[src/rtl/fight_referee.sv]
// fight_referee: match controller that detects knock-outs and round timeouts, scores rounds and declares the match winner.
// It also drives the shared active-low reset of both player blocks.
module fight_referee #(
    parameter int ROUND_TICKS   = 30,
    parameter int START_DELAY   = 3,
    parameter int ROUNDS_TO_WIN = 2,
    parameter int MAX_ROUNDS    = 5
) (
    input  logic       clk,
    input  logic       rst_n,
    input  logic       start,
    input  logic [2:0] left_health,
    input  logic [2:0] right_health,
    input  logic [2:0] left_location,
    input  logic [2:0] right_location,
    output logic       players_rst_n,
    output logic       round_active,
    output logic [5:0] time_left,
    output logic [2:0] round_count,
    output logic [1:0] left_wins,
    output logic [1:0] right_wins,
    output logic [1:0] round_winner,
    output logic       match_over,
    output logic [1:0] match_winner
);
    typedef enum logic [2:0] {IDLE, COUNTDOWN, FIGHT, ROUND_END, MATCH_OVER} state_t;
    state_t state, state_n;
    logic [3:0] cnt, cnt_n;
    logic [2:0] prev_l, prev_r, prev_l_n, prev_r_n;
    logic [5:0] time_left_n;
    logic [2:0] round_count_n;
    logic [1:0] left_wins_n, right_wins_n, round_winner_n, match_winner_n;
    logic       ko_l, ko_r;
    logic [1:0] to_res, res;

    // A jump of more than +1 can only be a 3-bit underflow wrap, so it counts as a KO.
    always_comb begin
        ko_l = (left_health == 3'd0) || ({1'b0, left_health} > {1'b0, prev_l} + 4'd1);
        ko_r = (right_health == 3'd0) || ({1'b0, right_health} > {1'b0, prev_r} + 4'd1);
        to_res = (left_health > right_health) ? 2'b01 :
                 (left_health < right_health) ? 2'b10 :
                 (left_location < right_location) ? 2'b01 :
                 (left_location > right_location) ? 2'b10 : 2'b11;
        res = (ko_l || ko_r) ? {ko_l, ko_r} : (time_left == 6'd1) ? to_res : 2'b00;
    end

    always_comb begin
        state_n        = state;
        cnt_n          = cnt;
        prev_l_n       = prev_l;
        prev_r_n       = prev_r;
        time_left_n    = time_left;
        round_count_n  = round_count;
        left_wins_n    = left_wins;
        right_wins_n   = right_wins;
        round_winner_n = round_winner;
        match_winner_n = match_winner;
        case (state)
            IDLE: begin
                if (start) begin
                    state_n = COUNTDOWN;
                    cnt_n   = 4'(START_DELAY);
                end
            end
            COUNTDOWN: begin
                if (cnt <= 4'd1) begin
                    state_n     = FIGHT;
                    time_left_n = 6'(ROUND_TICKS);
                    prev_l_n    = 3'd3;
                    prev_r_n    = 3'd3;
                end else begin
                    cnt_n = cnt - 4'd1;
                end
            end
            FIGHT: begin
                prev_l_n = left_health;
                prev_r_n = right_health;
                if (res != 2'b00) begin
                    state_n        = ROUND_END;
                    round_winner_n = res;
                    round_count_n  = round_count + 3'd1;
                    left_wins_n    = (res == 2'b01) ? left_wins + 2'd1 : left_wins;
                    right_wins_n   = (res == 2'b10) ? right_wins + 2'd1 : right_wins;
                end else begin
                    time_left_n = time_left - 6'd1;
                end
            end
            ROUND_END: begin
                if (left_wins == 2'(ROUNDS_TO_WIN)) begin
                    state_n        = MATCH_OVER;
                    match_winner_n = 2'b01;
                end else if (right_wins == 2'(ROUNDS_TO_WIN)) begin
                    state_n        = MATCH_OVER;
                    match_winner_n = 2'b10;
                end else if (round_count == 3'(MAX_ROUNDS)) begin
                    state_n        = MATCH_OVER;
                    match_winner_n = (left_wins > right_wins) ? 2'b01 :
                                     (left_wins < right_wins) ? 2'b10 : 2'b11;
                end else begin
                    state_n = COUNTDOWN;
                    cnt_n   = 4'(START_DELAY);
                end
            end
            MATCH_OVER: begin
                if (start) begin
                    state_n        = COUNTDOWN;
                    cnt_n          = 4'(START_DELAY);
                    round_count_n  = 3'd0;
                    left_wins_n    = 2'd0;
                    right_wins_n   = 2'd0;
                    round_winner_n = 2'b00;
                    match_winner_n = 2'b00;
                end
            end
            default: state_n = IDLE;
        endcase
    end

    // Status outputs are registered straight from the next state so they line up with it.
    always_ff @(posedge clk or negedge rst_n) begin
        if (!rst_n) begin
            state         <= IDLE;
            cnt           <= 4'd0;
            prev_l        <= 3'd3;
            prev_r        <= 3'd3;
            players_rst_n <= 1'b0;
            round_active  <= 1'b0;
            time_left     <= 6'd0;
            round_count   <= 3'd0;
            left_wins     <= 2'd0;
            right_wins    <= 2'd0;
            round_winner  <= 2'b00;
            match_over    <= 1'b0;
            match_winner  <= 2'b00;
        end else begin
            state         <= state_n;
            cnt           <= cnt_n;
            prev_l        <= prev_l_n;
            prev_r        <= prev_r_n;
            players_rst_n <= (state_n == FIGHT);
            round_active  <= (state_n == FIGHT);
            time_left     <= time_left_n;
            round_count   <= round_count_n;
            left_wins     <= left_wins_n;
            right_wins    <= right_wins_n;
            round_winner  <= round_winner_n;
            match_over    <= (state_n == MATCH_OVER);
            match_winner  <= match_winner_n;
        end
    end
endmodule
[config.mk]
export PLATFORM = sky130hd
export DESIGN_NAME = fight_referee
export DESIGN_NICKNAME = d
export VERILOG_FILES = /design/src/rtl/fight_referee.sv
export SDC_FILE = /design/constraint.sdc
export NUM_CORES = 1
export LEC_CHECK = 0
export ABC_AREA = 1
export CAP_MARGIN = 20
export CORE_ASPECT_RATIO = 0.75
export CORE_MARGIN = 2
export CORE_UTILIZATION = 58
export DETAILED_ROUTE_END_ITERATION = 8
export HOLD_SLACK_MARGIN = 0.15
export PLACE_DENSITY = 0.9
export SYNTH_ARGS = -nofsm -noshare
export SYNTH_HDL_FRONTEND = slang
export SYNTH_SLANG_ARGS = --single-unit
[constraint.sdc]
create_clock -name clk -period 3.13 [get_ports clk]
set_input_delay 0.626 -clock clk [delete_from_list [all_inputs] [get_ports clk]]
set_output_delay 0.626 -clock clk [all_outputs]
set_load 0.1 [all_outputs]
### Word-level counts from Yosys, hierarchy flattened

Index checks and enable logic that the tools add are counted.

| storage, ports and cells | value |
|---|---|
| register bits after elaboration | 32 |
| bits of input ports | 15 |
| output and inout bits | 20 |
| logic and storage cells | 114 |

| cells by class | value |
|---|---|
| add/sub/neg operators | 7 |
| order comparisons | 9 |
| equality and inequality tests | 24 |
| multiplexer cells | 43 |
| reduce and logical (&&, ||, !) cells | 19 |

Operators with widths:

| cell | count |
|---|---|
| $mux W2 | 15 |
| $mux W3 | 9 |
| $mux W4 | 5 |
| $ne A2 B2 Y1 const B | 10 |
| $pmux W3 S2 | 3 |
| $pmux W2 S2 | 4 |
| $mux W6 | 2 |
| $pmux W3 S4 | 1 |
| $pmux W4 S3 | 1 |
| $pmux W6 S2 | 1 |
| $eq A3 B2 Y1 const B | 3 |
| $eq A3 B3 Y1 const B | 3 |
| $logic_not A3 Y1 | 3 |
| $reduce_and A3 Y1 | 3 |
| $add A3 B1 Y4 const B | 2 |
| $gt A3 B4 Y1 | 2 |
| $reduce_and A4 Y1 | 2 |
| $reduce_bool A2 Y1 | 4 |
| $eq A2 B2 Y1 const B | 3 |
| $eq A6 B1 Y1 const B | 1 |
| $gt A3 B3 Y1 | 2 |
| $lt A3 B3 Y1 | 2 |
| $reduce_and A6 Y1 | 1 |
| $sub A6 B1 Y6 const B | 1 |
| 15 further kinds | 19 |

### Logic depth before layout (Yosys ltp)

Gate-level depths: netlist of the first run.

| depth | value |
|---|---|
| depth after elaboration | 11 |
| mapped depth | 16 |

### Worst setup path after synthesis of the first run

OpenSTA, ideal clock, no wires.

| timing | value |
|---|---|
| path type | reg2reg |
| start point | register time_left[1] |
| end point | register time_left[3] |
| setup time | 123 ps |
| arrival | 2110 ps |
| required time | 3007 ps |
| setup slack | 897 ps |
| cell stages (with the launch flop) | 13 |
| buffers on the path | 0 |
| period minus slack after synthesis | 2233 ps |
| path through | dfrtp_1 > inv_1 > ha_1 > nand3_2 > a21oi_2 > nand2_2 > nor2_1 > nor2_1 > nand2_2 > nand2_4 > nand2_4 > nand2_1 > o21ai_2 |

| between the ends | value |
|---|---|
| cells in the longest elaborated chain, start to end | 6 |
| elaborated cells on any way between the ends | 9 |
| those cells by class | 1 x add/sub; 2 x eq/ne; 4 x mux; 2 x reduce/logical |

RTL lines:

| element | line | source |
|---|---|---|
| start: declaration | 18 | `output logic [5:0] time_left,` |
| start signal: assignment | 142 | `time_left <= time_left_n;` |
| $eq A6 B1 Y1 | 44 | `res = (ko_l \|\| ko_r) ? {ko_l, ko_r} : (time_left == 6'd1) ? to_res : 2'b00;` |
| $mux W2 (2 in a row) | 44 |  |
| $reduce_bool A2 Y1 | 78 | `if (res != 2'b00) begin` |
| $ne A2 B2 Y1 (no source line) | -- |  |
| $reduce_and A3 Y1 (no source line) | -- |  |

Parallel ways exist; a longest one is shown, timed or not. The select of a mux whose other input is x is not followed.
A chain may end at the register's enable or synchronous reset.

### Worst setup path after layout of the first run

| timing | value |
|---|---|
| start point | input right_health[2] |
| end point | register time_left[3] |

| between the ends | value |
|---|---|
| cells in the longest elaborated chain, start to end | 8 |
| elaborated cells on any way between the ends | 13 |
| those cells by class | 3 x order compare; 1 x eq/ne; 4 x mux; 5 x reduce/logical |

RTL lines:

| element | line | source |
|---|---|---|
| start: declaration | 13 | `input logic [2:0] right_health,` |
| $lt A3 B3 Y1 | 41 | `(left_health < right_health) ? 2'b10 :` |
| $mux W2 | 41 |  |
| $mux W2 | 40 | `to_res = (left_health > right_health) ? 2'b01 :` |
| $mux W2 | 44 |  |
| $mux W2 * | 44 |  |
| $reduce_bool A2 Y1 * | 78 |  |
| $ne A2 B2 Y1 (no source line) * | -- |  |
| $reduce_and A3 Y1 (no source line) * | -- |  |

Mark *: on every way between the ends. The rest lies on a longest branch, timed or not.

==> impl_metrics.json, run 1 <==
{
  "muxShareOfSynthArea_pct": 0,
  "holdBufCountCts": 0,
  "ys_seq_elements": 32,
  "globalRouteMet3Util_pct": 7.540,
  "fin_area_mm2": 0.002614,
  "gr-usage-met1_pct": 30.66,
  "synth_cells": 273,
  "mostFrequentLayoutCells": "nand2_1 (58), inv_1 (47), dfrtp_1 (28)",
  "start_util_pct": 59.94,
  "min_period_ps": 2458,
  "ant_nets": 0,
  "final_nets": 353,
  "cpLargestDelayFamily": "simple AND/OR/NAND/NOR gates",
  "hold_path_class": "reg -> reg",
  "yosysUniqueCellTypes": 32,
  "dpl.hpwl_um": 3310,
  "cts_tree": "done",
  "drive_above_1_share_pct": 18.10,
  "synthesis.area_mm2": 0.002166,
  "synth_fa_ha_area_share_pct": 13.86,
  "hold_violations": 0,
  "tightest_slew_ps": 396.8,
  "slowest_delay_ps": 530,
  "antenna_found_initial": 0,
  "postSynthAreaPerCell_um2": 7.933,
  "synth_top_family_by_area": "simple AND/OR/NAND/NOR gates",
  "areaGrowthSynthToFinish_pct": 20.68,
  "dieArea_mm2": 0.004244,
  "cts.sinks": 32,
  "startpoint_type": "primary input",
  "yosysWarnings": 0,
  "synth.net_count": 312,
  "rows": 19,
  "path_buf_inv": 2,
  "cts_buffer_depth": 2,
  "period_share_pct": 78.54,
  "crit_chain": "clkdlybuf4s50_1, inv_1, ha_1, a21oi_1, a21oi_2, nand2_2, nor2_1, nor2_1, nand2_2, nand2_4, nand2_4, nand2_1, o21ai_2",
  "drc": 0,
  "synth_simple_gate_area_share_pct": 26.17,
  "drt_wl_total_um": 4285,
  "status": "finished clean",
  "ctsResizeCount": 0,
  "gp_congestion": 0.8753,
  "fmaxAchievable_ghz": 0.4068,
  "antennaDiodeCount": 0,
  "synth-seq-area-share_pct": 37.20,
  "first_iter_violations": 109,
  "num_vias": 1884,
  "finalSetupViolations": 0,
  "clock-root-buffer": "clkbuf_8",
  "htree_levels": 2,
  "path_class": "in -> reg",
  "cp_slowest_cell": "clkdlybuf4s50_1",
  "grt_pass1_wl_um": 7507,
  "first_global_vias": 1778,
  "maxSlewViolCount": 0,
  "use_met2_pct": 36.79,
  "viasPerCell": 5.134,
  "crit_arrival_ps": 2630,
  "coreArea_mm2": 0.003613,
  "end_kind": "register",
  "layout_commonest_cell": "nand2_1",
  "crit_fanout": 7,
  "required_ps": 3300,
  "maxSlewHeadroom_pct": 73.55,
  "grt_util_all_layers_pct": 23.23,
  "clk_pin_slew_ps": 70,
  "synth_xor_area_share_pct": 3.235,
  "die_h_um": 56.92,
  "clock_latency_ps": 290,
  "synth_compound_area_share_pct": 10.51,
  "gr-total-overflow": 0,
  "worst_clock_skew_ps": 7.861,
  "postCtsSetupBuffers": 0,
  "grt_max_degree": 33,
  "route.detailed.wl_per_inst_um": 11.68,
  "numCtsBuffers": 5,
  "r2r_slack_ps": 870,
  "rsz0062_at_grt": "false",
  "placed_area_mm2": 0.002521,
  "die_w_um": 74.56,
  "ios": 35,
  "drt-pass1-iter-count": 4,
  "fin_tns_setup_ps": 0,
  "port-buffer-count": 34,
  "maxCapViolCount": 0,
  "busiest_layer": "met2"
}
==> state kept, by name, indices dropped and copies added, names as in the netlist <==
register      flops
prev_l            3
prev_r            3
round_winner      2
right_wins        2
round_count       3
state             3
time_left         6
round_active      1
cnt               4
left_wins         2
match_winner      2
match_over        1
==> final timing paths <==
| kind | start | endpoint | depth (start not counted) |
|---|---|---|---|
| min in group asynchronous | rst_n | match_winner[1] | 2 |
| worst max-delay path | right_health[2] | time_left[3] | 13 |
| worst min register to register | round_winner[0] | round_winner[0] | 2 |
| worst max register to register | prev_r[0] | time_left[3] | 15 |
| max in group asynchronous | rst_n | prev_l[0] | 2 |
| worst min-delay path | round_winner[0] | round_winner[0] | 2 |
==> Yosys cell counts <==
| cell | count | area share (%) |
|---|---|---|
| nand2_4 | 2 | 1.0 |
| nor2_2 | 4 | 1.2 |
| o22a_1 | 1 | 0.40 |
| inv_1 | 47 | 8.1 |
| nand3b_1 | 1 | 0.35 |
| inv_2 | 1 | 0.17 |
| buf_4 | 2 | 0.69 |
| nor3_1 | 3 | 0.69 |
| nand2_2 | 6 | 1.7 |
| o32ai_1 | 1 | 0.40 |
| a21oi_2 | 2 | 0.81 |
| xnor2_1 | 5 | 2.0 |
| o21ai_0 | 6 | 1.4 |
| nand2_1 | 58 | 10 |
| xor2_1 | 3 | 1.2 |
| o21bai_1 | 1 | 0.35 |
| nor2_1 | 25 | 4.3 |
| nor2_4 | 1 | 0.52 |
| a22oi_1 | 3 | 1.0 |
| a21oi_1 | 11 | 2.5 |
| and3_1 | 1 | 0.29 |
| dfstp_2 | 4 | 4.9 |
| nand3_2 | 1 | 0.46 |
| nor3_2 | 1 | 0.46 |
| o21ai_2 | 4 | 1.6 |
| o21ai_1 | 1 | 0.23 |
| ha_1 | 24 | 14 |
| dfrtp_1 | 28 | 32 |
| a22o_1 | 1 | 0.40 |
| nand3_1 | 22 | 5.1 |
| o21ai_4 | 1 | 0.75 |
| o22ai_1 | 2 | 0.58 |
==> tightest hold or removal path, cell delays in order, from the launching register on <==
cell and delay (ps):
dfrtp_1 350, nand3_1 70, nand2_1 50
==> final cells by class <==
type | count | area (um^2)
timing repair buffer | 36 | 305.3
sequential | 32 | 805.8
inverter | 48 | 180.2
fill | 292 | 999.7
clock inverter | 2 | 10.01
tap | 52 | 65.06
clock buffer | 6 | 82.58
multi-input combinational | 191 | 1165
==> per-layer routing <==
layer | routed length [um] | share of wire (%) | vias up
met5 | 0 | 0 | -
met4 | 53 | 1.2 | 0
met3 | 209 | 4.9 | 7
met2 | 2015 | 47 | 50
met1 | 2007 | 47 | 865
li1 | - | - | 962
==> kinds of logic after synthesis <==
family | after synthesis
AOI/OAI and AO/OA | 34
xor gates and xnor gates | 8
adders and majority gates | 24
buffers and inverters | 50
DFF | 32
and+or+nand+nor | 125
==> metrics by stage <==
stage	util [%]	setup slack [ps]	std cells	hold slack, ps
CTS	72.33	706.1	367	513.6
floorplan	-	897.0	273	330.4
global route	72.33	549.3	367	541.7
finish	72.33	671.6	367	509.3
global placement	69.77	449.8	359	500.3
detailed placement	69.77	405.3	359	498.1
Power of run 1 is not shown: default switching activity piles up to over one toggle a cycle in this logic, so the estimate is an artifact.
==> run 2: changes to the inputs <==
- CORE_UTILIZATION: 58 -> 54
- PLACE_DENSITY: 0.9 -> 0.84
- clock period: 3.13 -> 2.5 ns (I/O delays scaled with it)
==> run 2 against run 1 <==
Effect of this change: flip-flop and latch count did not move; hold slack improved by 7.3 ps; core utilization fell by 1.5 points; highest routed layer unchanged.
==> impl_metrics.json, run 2 (same netlist as run 1, synthesis figures left out) <==
{
  "status": "finished clean",
  "placed_area_mm2": 0.002551,
  "fin_area_mm2": 0.002659,
  "first_global_vias": 1793,
  "final_nets": 357,
  "postCtsSetupBuffers": 0,
  "layoutNonFillerInstCount": 371,
  "finalSetupViolations": 0,
  "cts_buffer_depth": 2,
  "largest_register_ffs": 6,
  "slowest_delay_ps": 540,
  "dpl.hpwl_um": 3480,
  "die_w_um": 77.13,
  "crit_arrival_ps": 2490,
  "gp_congestion": 0.8567,
  "top_regs": "time_left (6), cnt (4)",
  "top_register": "time_left",
  "hold_violations": 0,
  "ant_nets": 0,
  "reg2regPathDepth": 15,
  "coreArea_mm2": 0.003756,
  "post-place-cells": 363,
  "htree_levels": 2,
  "post-route-util_pct": 70.79,
  "hold_slack_ps": 516.7,
  "maxCapViolCount": 0,
  "grt_util_all_layers_pct": 22.17,
  "fmaxAchievable_ghz": 0.4321,
  "clock_latency_ps": 280,
  "maxSlewHeadroom_pct": 73.38,
  "port-buffer-count": 34,
  "crit_chain": "clkdlybuf4s50_1, inv_1, ha_1, and3_1, nand3_1, nand2_2, nor2_1, nor2_1, nand2_2, nand2_4, nand2_4, nand2_1, o21ai_2",
  "maxSlewViolCount": 0,
  "period_share_pct": 92.58,
  "ios": 35,
  "clock-root-buffer": "clkbuf_8",
  "grt_max_degree": 33,
  "viasPerCell": 5.051,
  "die_h_um": 58.85,
  "mostFrequentLayoutCells": "nand2_1 (58), inv_1 (47), dfrtp_1 (28)",
  "grt_pass1_wl_um": 8004,
  "cts.sinks": 32,
  "cts_tree": "done",
  "seqCellArea_um2": 805.8,
  "startpoint_type": "primary input",
  "areaGrowthSynthToFinish_pct": 22.76,
  "gr-total-overflow": 0,
  "worst_clock_skew_ps": 4.160,
  "fillers": 312,
  "crit_fanout": 7,
  "drt-pass1-iter-count": 4,
  "drc": 0,
  "path_class": "in -> reg",
  "layout_commonest_cell": "nand2_1",
  "antenna_found_initial": 0,
  "required_ps": 2670,
  "antennaDiodeCount": 0,
  "drive_above_1_share_pct": 18.81,
  "ctsResizeCount": 0,
  "tightest_slew_ps": 399.3,
  "clk_pin_slew_ps": 70,
  "min_period_ps": 2315,
  "numCtsBuffers": 5,
  "first_iter_violations": 103,
  "num_vias": 1874,
  "start_util_pct": 57.66,
  "route.detailed.wl_per_inst_um": 12.22,
  "rsz0062_at_grt": "false",
  "dieArea_mm2": 0.004539,
  "multi_input_area_mm2": 0.001165,
  "cp_slowest_cell": "clkdlybuf4s50_1",
  "rows": 19,
  "whs_path_depth": 2,
  "holdBufCountCts": 0,
  "hold_path_class": "reg -> reg",
  "drt_wl_total_um": 4533,
  "end_kind": "register"
}
==> run 2: changes by cell type in the layout (fill, tap and decap cells not counted), sizes merged <==
cell    previous run  this run
clkinv             2         1
bufinv             0         1
buf               22        26
==> run 2: worst paths after layout <==
path                                 start               to  slack [ps]
max                        right_health[1]     time_left[4]         190
min                        round_winner[1]  round_winner[1]         520
max reg2reg                      prev_r[0]     left_wins[1]         210
min reg2reg                round_winner[1]  round_winner[1]         520
max in group asynchronous            rst_n        prev_l[0]        1560
min in group asynchronous            rst_n     time_left[4]         610
==> run 2: layout make-up <==
class                      count  share of cell area (%)
clock inverter                 2                   1.318
timing repair buffer          40                   12.61
multi-input combinational    191                   43.81
inverter                      48                   6.776
sequential                    32                   30.31
clock buffer                   6                   2.729
tap                           52                   2.447
==> run 2: stage by stage <==
stage | setup slack (ps) | TNS (ps)
3_5_place_dp | -83.58 | -602.3
2_1_floorplan | 267.0 | 0
6_report | 185.5 | 0
3_3_place_gp | -51.75 | -219.8
4_1_cts | 189.1 | 0
5_1_grt | 13.42 | 0
==> run 2: worst max-delay path: cells and delay by family <==
family	cells	cell delay [ps]
AOI/OAI and AO/OA	1	50
adders and majority gates	1	300
buffers and inverters	2	630
and+or+nand+nor	9	1010
==> run 2: layer usage <==
metal  part of all wire (%)  GRT usage (%)  vias to the layer above  wire length [um]
li1                       -              -                      964                 -
met2                     46          36.52                       43              2087
met3                    4.3          4.448                        5               194
met4                   0.97          6.378                        0                44
met1                     49          30.22                      862              2206
met5                      0              0                        -                 0
Power of run 2 is left out for the same reason.
==> run 3: changes to the inputs <==
- PLACE_DENSITY: 0.84 -> default
- PLACE_DENSITY_LB_ADDON: default -> 0.05
==> run 3 against run 2 <==
Effect of this change: hold slack improved by 1.6 ps; cell area increased by 0.56%; non-clock buffer count increased by 2.
==> impl_metrics.json, run 3 (same netlist as run 1, synthesis figures left out) <==
{
  "crit_fanout": 6,
  "clock_latency_ps": 290,
  "drive_above_1_share_pct": 19.31,
  "route.detailed.wl_per_inst_um": 11.80,
  "die_h_um": 58.85,
  "holdBufCountCts": 0,
  "numCtsBuffers": 5,
  "tightest_slew_ps": 404.6,
  "finalSetupViolations": 0,
  "status": "finished clean",
  "clock-root-buffer": "clkbuf_8",
  "dieArea_mm2": 0.004539,
  "first_global_vias": 1776,
  "viasPerCell": 5.078,
  "first_iter_violations": 96,
  "drc": 0,
  "htree_levels": 2,
  "end_kind": "register",
  "ant_nets": 0,
  "rsz0062_at_grt": "false",
  "drt_wl_total_um": 4401,
  "port-buffer-count": 34,
  "top_register": "time_left",
  "gp_congestion": 0.8580,
  "antennaDiodeCount": 0,
  "antenna_found_initial": 0,
  "grt_max_degree": 33,
  "fin_area_mm2": 0.002674,
  "fmaxAchievable_ghz": 0.4490,
  "place_ws_ps": -24.80,
  "period_share_pct": 89.08,
  "worst_clock_skew_ps": 9.569,
  "seqCellArea_um2": 805.8,
  "ctsResizeCount": 0,
  "maxSlewHeadroom_pct": 73.03,
  "gr-total-overflow": 0,
  "maxSlewViolCount": 0,
  "drt-pass1-iter-count": 4,
  "clk_pin_slew_ps": 70,
  "die_w_um": 77.13,
  "layout_setup_ws_ps": 273.0,
  "maxCapViolCount": 0,
  "cts.sinks": 32,
  "hold_violations": 0,
  "cts_buffer_depth": 2,
  "startpoint_type": "primary input",
  "rows": 19,
  "grt_util_all_layers_pct": 21.75,
  "placed_area_mm2": 0.002566,
  "start_util_pct": 57.66,
  "cts_tree": "done",
  "dpl.hpwl_um": 3477,
  "largest_register_ffs": 6,
  "min_period_ps": 2227,
  "mostFrequentLayoutCells": "nand2_1 (58), inv_1 (47), dfrtp_1 (28), buf_4 (28), nor2_1 (25)",
  "path_class": "in -> reg",
  "required_ps": 2680,
  "multi_input_area_mm2": 0.001165,
  "coreArea_mm2": 0.003756,
  "areaGrowthSynthToFinish_pct": 23.45,
  "top_regs": "time_left (6), cnt (4)",
  "hold_path_class": "reg -> reg",
  "final_nets": 359,
  "postCtsSetupBuffers": 0,
  "crit_arrival_ps": 2400,
  "fillers": 316,
  "grt_pass1_wl_um": 7755,
  "ios": 35,
  "layout_commonest_cell": "nand2_1",
  "num_vias": 1894
}
run 3: cell count changes in the layout (fill, tap and decap cells not counted), sizes merged:
| cell | before | now |
|---|---|---|
| buf | 26 | 28 |
run 3: final timing paths:
path,cells after the start,slack (ps),start,endpoint
setup / recovery,13,270,right_health[2],right_wins[0]
hold / removal,2,520,prev_r[0],prev_r[0]
setup reg to reg,15,280,prev_r[1],right_wins[0]
hold reg to reg,2,520,prev_r[0],prev_r[0]
max in group asynchronous,2,1550,rst_n,prev_l[0]
min in group asynchronous,2,600,rst_n,time_left[1]
run 3: final cells by class:
class	count	share of cell area, %
multi-input combinational	191	43.57
tap	52	2.433
timing repair buffer	42	13.10
inverter	48	6.738
clock buffer	6	2.714
sequential	32	30.14
clock inverter	2	1.310
run 3: routing by layer:
metal  share of wire (%)  wire length [um]  global-route usage, %  vias to the layer above
li1                    -                 -                      -                      970
met1                  51              2244                  30.38                      867
met2                  42              1858                  34.29                       52
met3                 5.7               251                  4.755                        5
met4                 1.0                46                  6.888                        0
met5                   0                 0                      0                        -
run 3: metrics by stage:
stage          utilization (%)  setup TNS (ps)  cells  hold slack, ps
6_report                 71.19               0    373           518.3
5_1_grt                  71.19               0    373           551.8
4_1_cts                  71.19               0    373           522.6
3_5_place_dp             68.32          -75.80    365           504.6
3_3_place_gp             68.32          -12.66    365           504.7
2_1_floorplan                -               0    273           204.4
run 3: critical path, stage by stage:
cell and delay, ps:
clkdlybuf4s50_1 480, inv_1 80, ha_1 310, a21oi_1 210, nand2_1 100, a21oi_1 150
nand2_1 80, nand3_1 90, nor2_2 60, nor2_4 160, nand2_2 80, nand2_1 70
nand2_1 50
Power of run 3 is left out for the same reason.
==> edit, RTL diff (settings of run 3) <==
Put one more register stage on the output `round_winner`. The value now appears one clock later. The other outputs are not delayed to match.
--- a/src/rtl/fight_referee.sv
+++ b/src/rtl/fight_referee.sv
@@ -24,6 +24,8 @@
     output logic [1:0] match_winner
 );
     typedef enum logic [2:0] {IDLE, COUNTDOWN, FIGHT, ROUND_END, MATCH_OVER} state_t;
+
+    logic [1:0] round_winner_s0;
     state_t state, state_n;
     logic [3:0] cnt, cnt_n;
     logic [2:0] prev_l, prev_r, prev_l_n, prev_r_n;
@@ -53,7 +55,7 @@
         round_count_n  = round_count;
         left_wins_n    = left_wins;
         right_wins_n   = right_wins;
-        round_winner_n = round_winner;
+        round_winner_n = round_winner_s0;
         match_winner_n = match_winner;
         case (state)
             IDLE: begin
@@ -129,7 +131,7 @@
             round_count   <= 3'd0;
             left_wins     <= 2'd0;
             right_wins    <= 2'd0;
-            round_winner  <= 2'b00;
+            round_winner_s0 <= 2'b00;
             match_over    <= 1'b0;
             match_winner  <= 2'b00;
         end else begin
@@ -143,9 +145,13 @@
             round_count   <= round_count_n;
             left_wins     <= left_wins_n;
             right_wins    <= right_wins_n;
-            round_winner  <= round_winner_n;
+            round_winner_s0 <= round_winner_n;
             match_over    <= (state_n == MATCH_OVER);
             match_winner  <= match_winner_n;
         end
     end
+    always_ff @(posedge clk) begin
+        round_winner <= round_winner_s0;
+    end
+
 endmodule
Formal check against the unedited RTL: not equivalent (a bounded check fails within 10 cycles, from zero or initial values and one cycle with rst_n low).
==> edit against run 3 <==
Sequential cell count rose by 2; synthesized cell count rose by 0.73%; count of clock-buffer cells in the layout rose by 1; worst setup slack got worse by 0.029 ns; cell area rose by 1.1%; routed wire length rose by 9.7%; area after synthesis rose by 2.4%.
Power is not shown: default switching activity piles up to over one toggle a cycle in this logic, so the estimate is an artifact.
==> edit: results (changes against run 3) <==
| Metric | Value |
|---|---|
| Multi-input logic area | `1180 um^2 (was 1160 um^2)` |
| Multi-input gate share of total cell area | `0.438 (was 0.436)` |
| Tmin final | `2.26 ns (was 2.23 ns)` |
| Worst stage delay on the critical path | `0.55 ns (was 0.48 ns)` |
| Longest Clk Path Bufs | `2 (unchanged)` |
| Clock buffer cells | `7 (was 6)` |
| Final hold slack | `0.384 ns (was 0.518 ns)` |
| Worst Clk Skew | `0.00196 ns (was 0.00957 ns)` |
| FP Rows | `20 (was 19)` |
| Hold Path End | `round_winner[0]$_DFF_P_ (was prev_r[0]$_DFFE_PN1P_)` |
| Crit path DAT | `2.42 ns (was 2.40 ns)` |
| Worst Setup EP | `right_wins[1]$_DFFE_PN0P_ (was right_wins[0]$_DFFE_PN0P_)` |
| Launch point of the worst path | `prev_r[0]$_DFFE_PN1P_ (was right_health[2])` |
| Antenna Cells | `0 (unchanged)` |
| Filler cells | `333 (was 316)` |
| Number of global-route vias before repair | `1838 (was 1776)` |
| Outcome | `finished clean (unchanged)` |
| DP Worst Slack | `-0.0796 ns (was -0.0248 ns)` |
| Post-DP HPWL | `3.76 mm (was 3.48 mm)` |
| NumNets Final | `358 (was 359)` |
| Routability cong. | `0.804 (was 0.858)` |
| R2r setup slk | `0.24 ns (was 0.28 ns)` |
| Placed inst area | `2610 um^2 (was 2570 um^2)` |
| Global Route Usage Sum | `0.236 (was 0.218)` |
| Synth area leaders | `dfrtp_1 32%, ha_1 14%, nand2_1 11% (was dfrtp_1 32%, ha_1 14%, nand2_1 10%)` |
| DP Cell Count | `367 (was 365)` |
| Clk cell area share | `0.0338 (was 0.0402)` |
| Vias | `1889 (was 1894)` |
| Worst-skew pair later-pin latency | `0.27 ns (was 0.29 ns)` |
| Inverter count | `47 (was 48)` |
| First-pass GRT wire length | `8.51 mm (was 7.76 mm)` |
| Min-Delay Startpoint | `round_winner_s0[0]$_DFFE_PN0P_ (was prev_r[0]$_DFFE_PN1P_)` |
| Most frequent cells after synthesis | `63 x nand2_1, 40 x inv_1, 28 x dfrtp_1 (was 58 x nand2_1, 47 x inv_1, 28 x dfrtp_1)` |
| Share of layout cells above drive strength 1 | `0.191 (was 0.193)` |
| Worst Max-Slew Pin Slew | `0.492 ns (was 0.405 ns)` |
| Top delay family on crit path | `simple AND/OR/NAND/NOR gates (unchanged)` |
| Syn_area_per_cell | `8.06 um^2 (was 7.93 um^2)` |
| Drt initial violations | `103 (was 96)` |
| FF+latch area | `846 um^2 (was 806 um^2)` |
| CTS sink cnt | `34 (was 32)` |
| Netlist cell types | `40 (was 32)` |
| Final Instance Count excl. Fillers | `375 (was 373)` |
| WL per Instance | `12.9 um (was 11.8 um)` |
| Mapped Nets | `314 (was 312)` |
| Worst Path Max Fanout | `3 (was 6)` |
| Fraction of area in non-clock buffers | `0.124 (was 0.131)` |
| Fraction of the yosys area taken by sequential cells | `0.381 (was 0.372)` |
| Crit-path slowest cell | `dfstp_2 (was clkdlybuf4s50_1)` |
| Non-clk bufs | `40 (was 42)` |
-- edit: routing by layer --
| layer | vias to the layer above | share of wire | global-route usage |
|---|---|---|---|
| met5 | - | 0 | 0 |
| met3 | 4 | 0.046 | 0.0473 |
| met4 | 0 | 0.0097 | 0.0752 |
| met1 | 854 | 0.53 | 0.350 |
| met2 | 45 | 0.41 | 0.349 |
| li1 | 986 | - | - |
-- edit: cells by family after synthesis --
logic type                 Yosys count  synth area share
AOI/OAI and AO/OA                   30            0.0847
buffers and inverters               50            0.0869
DFF                                 34             0.381
and+or+nand+nor                    132             0.292
adders and majority gates           24             0.135
xor gates and xnor gates             5            0.0198
-- edit: what timing repair did --
action | 4_1_cts | 5_1_grt
buffers inserted | 0 | 0
setup endpoints to repair | 0 | 4
hold endpoints to repair | 0 | 0
hold buffers | 0 | 0
resized for setup | 0 | 2
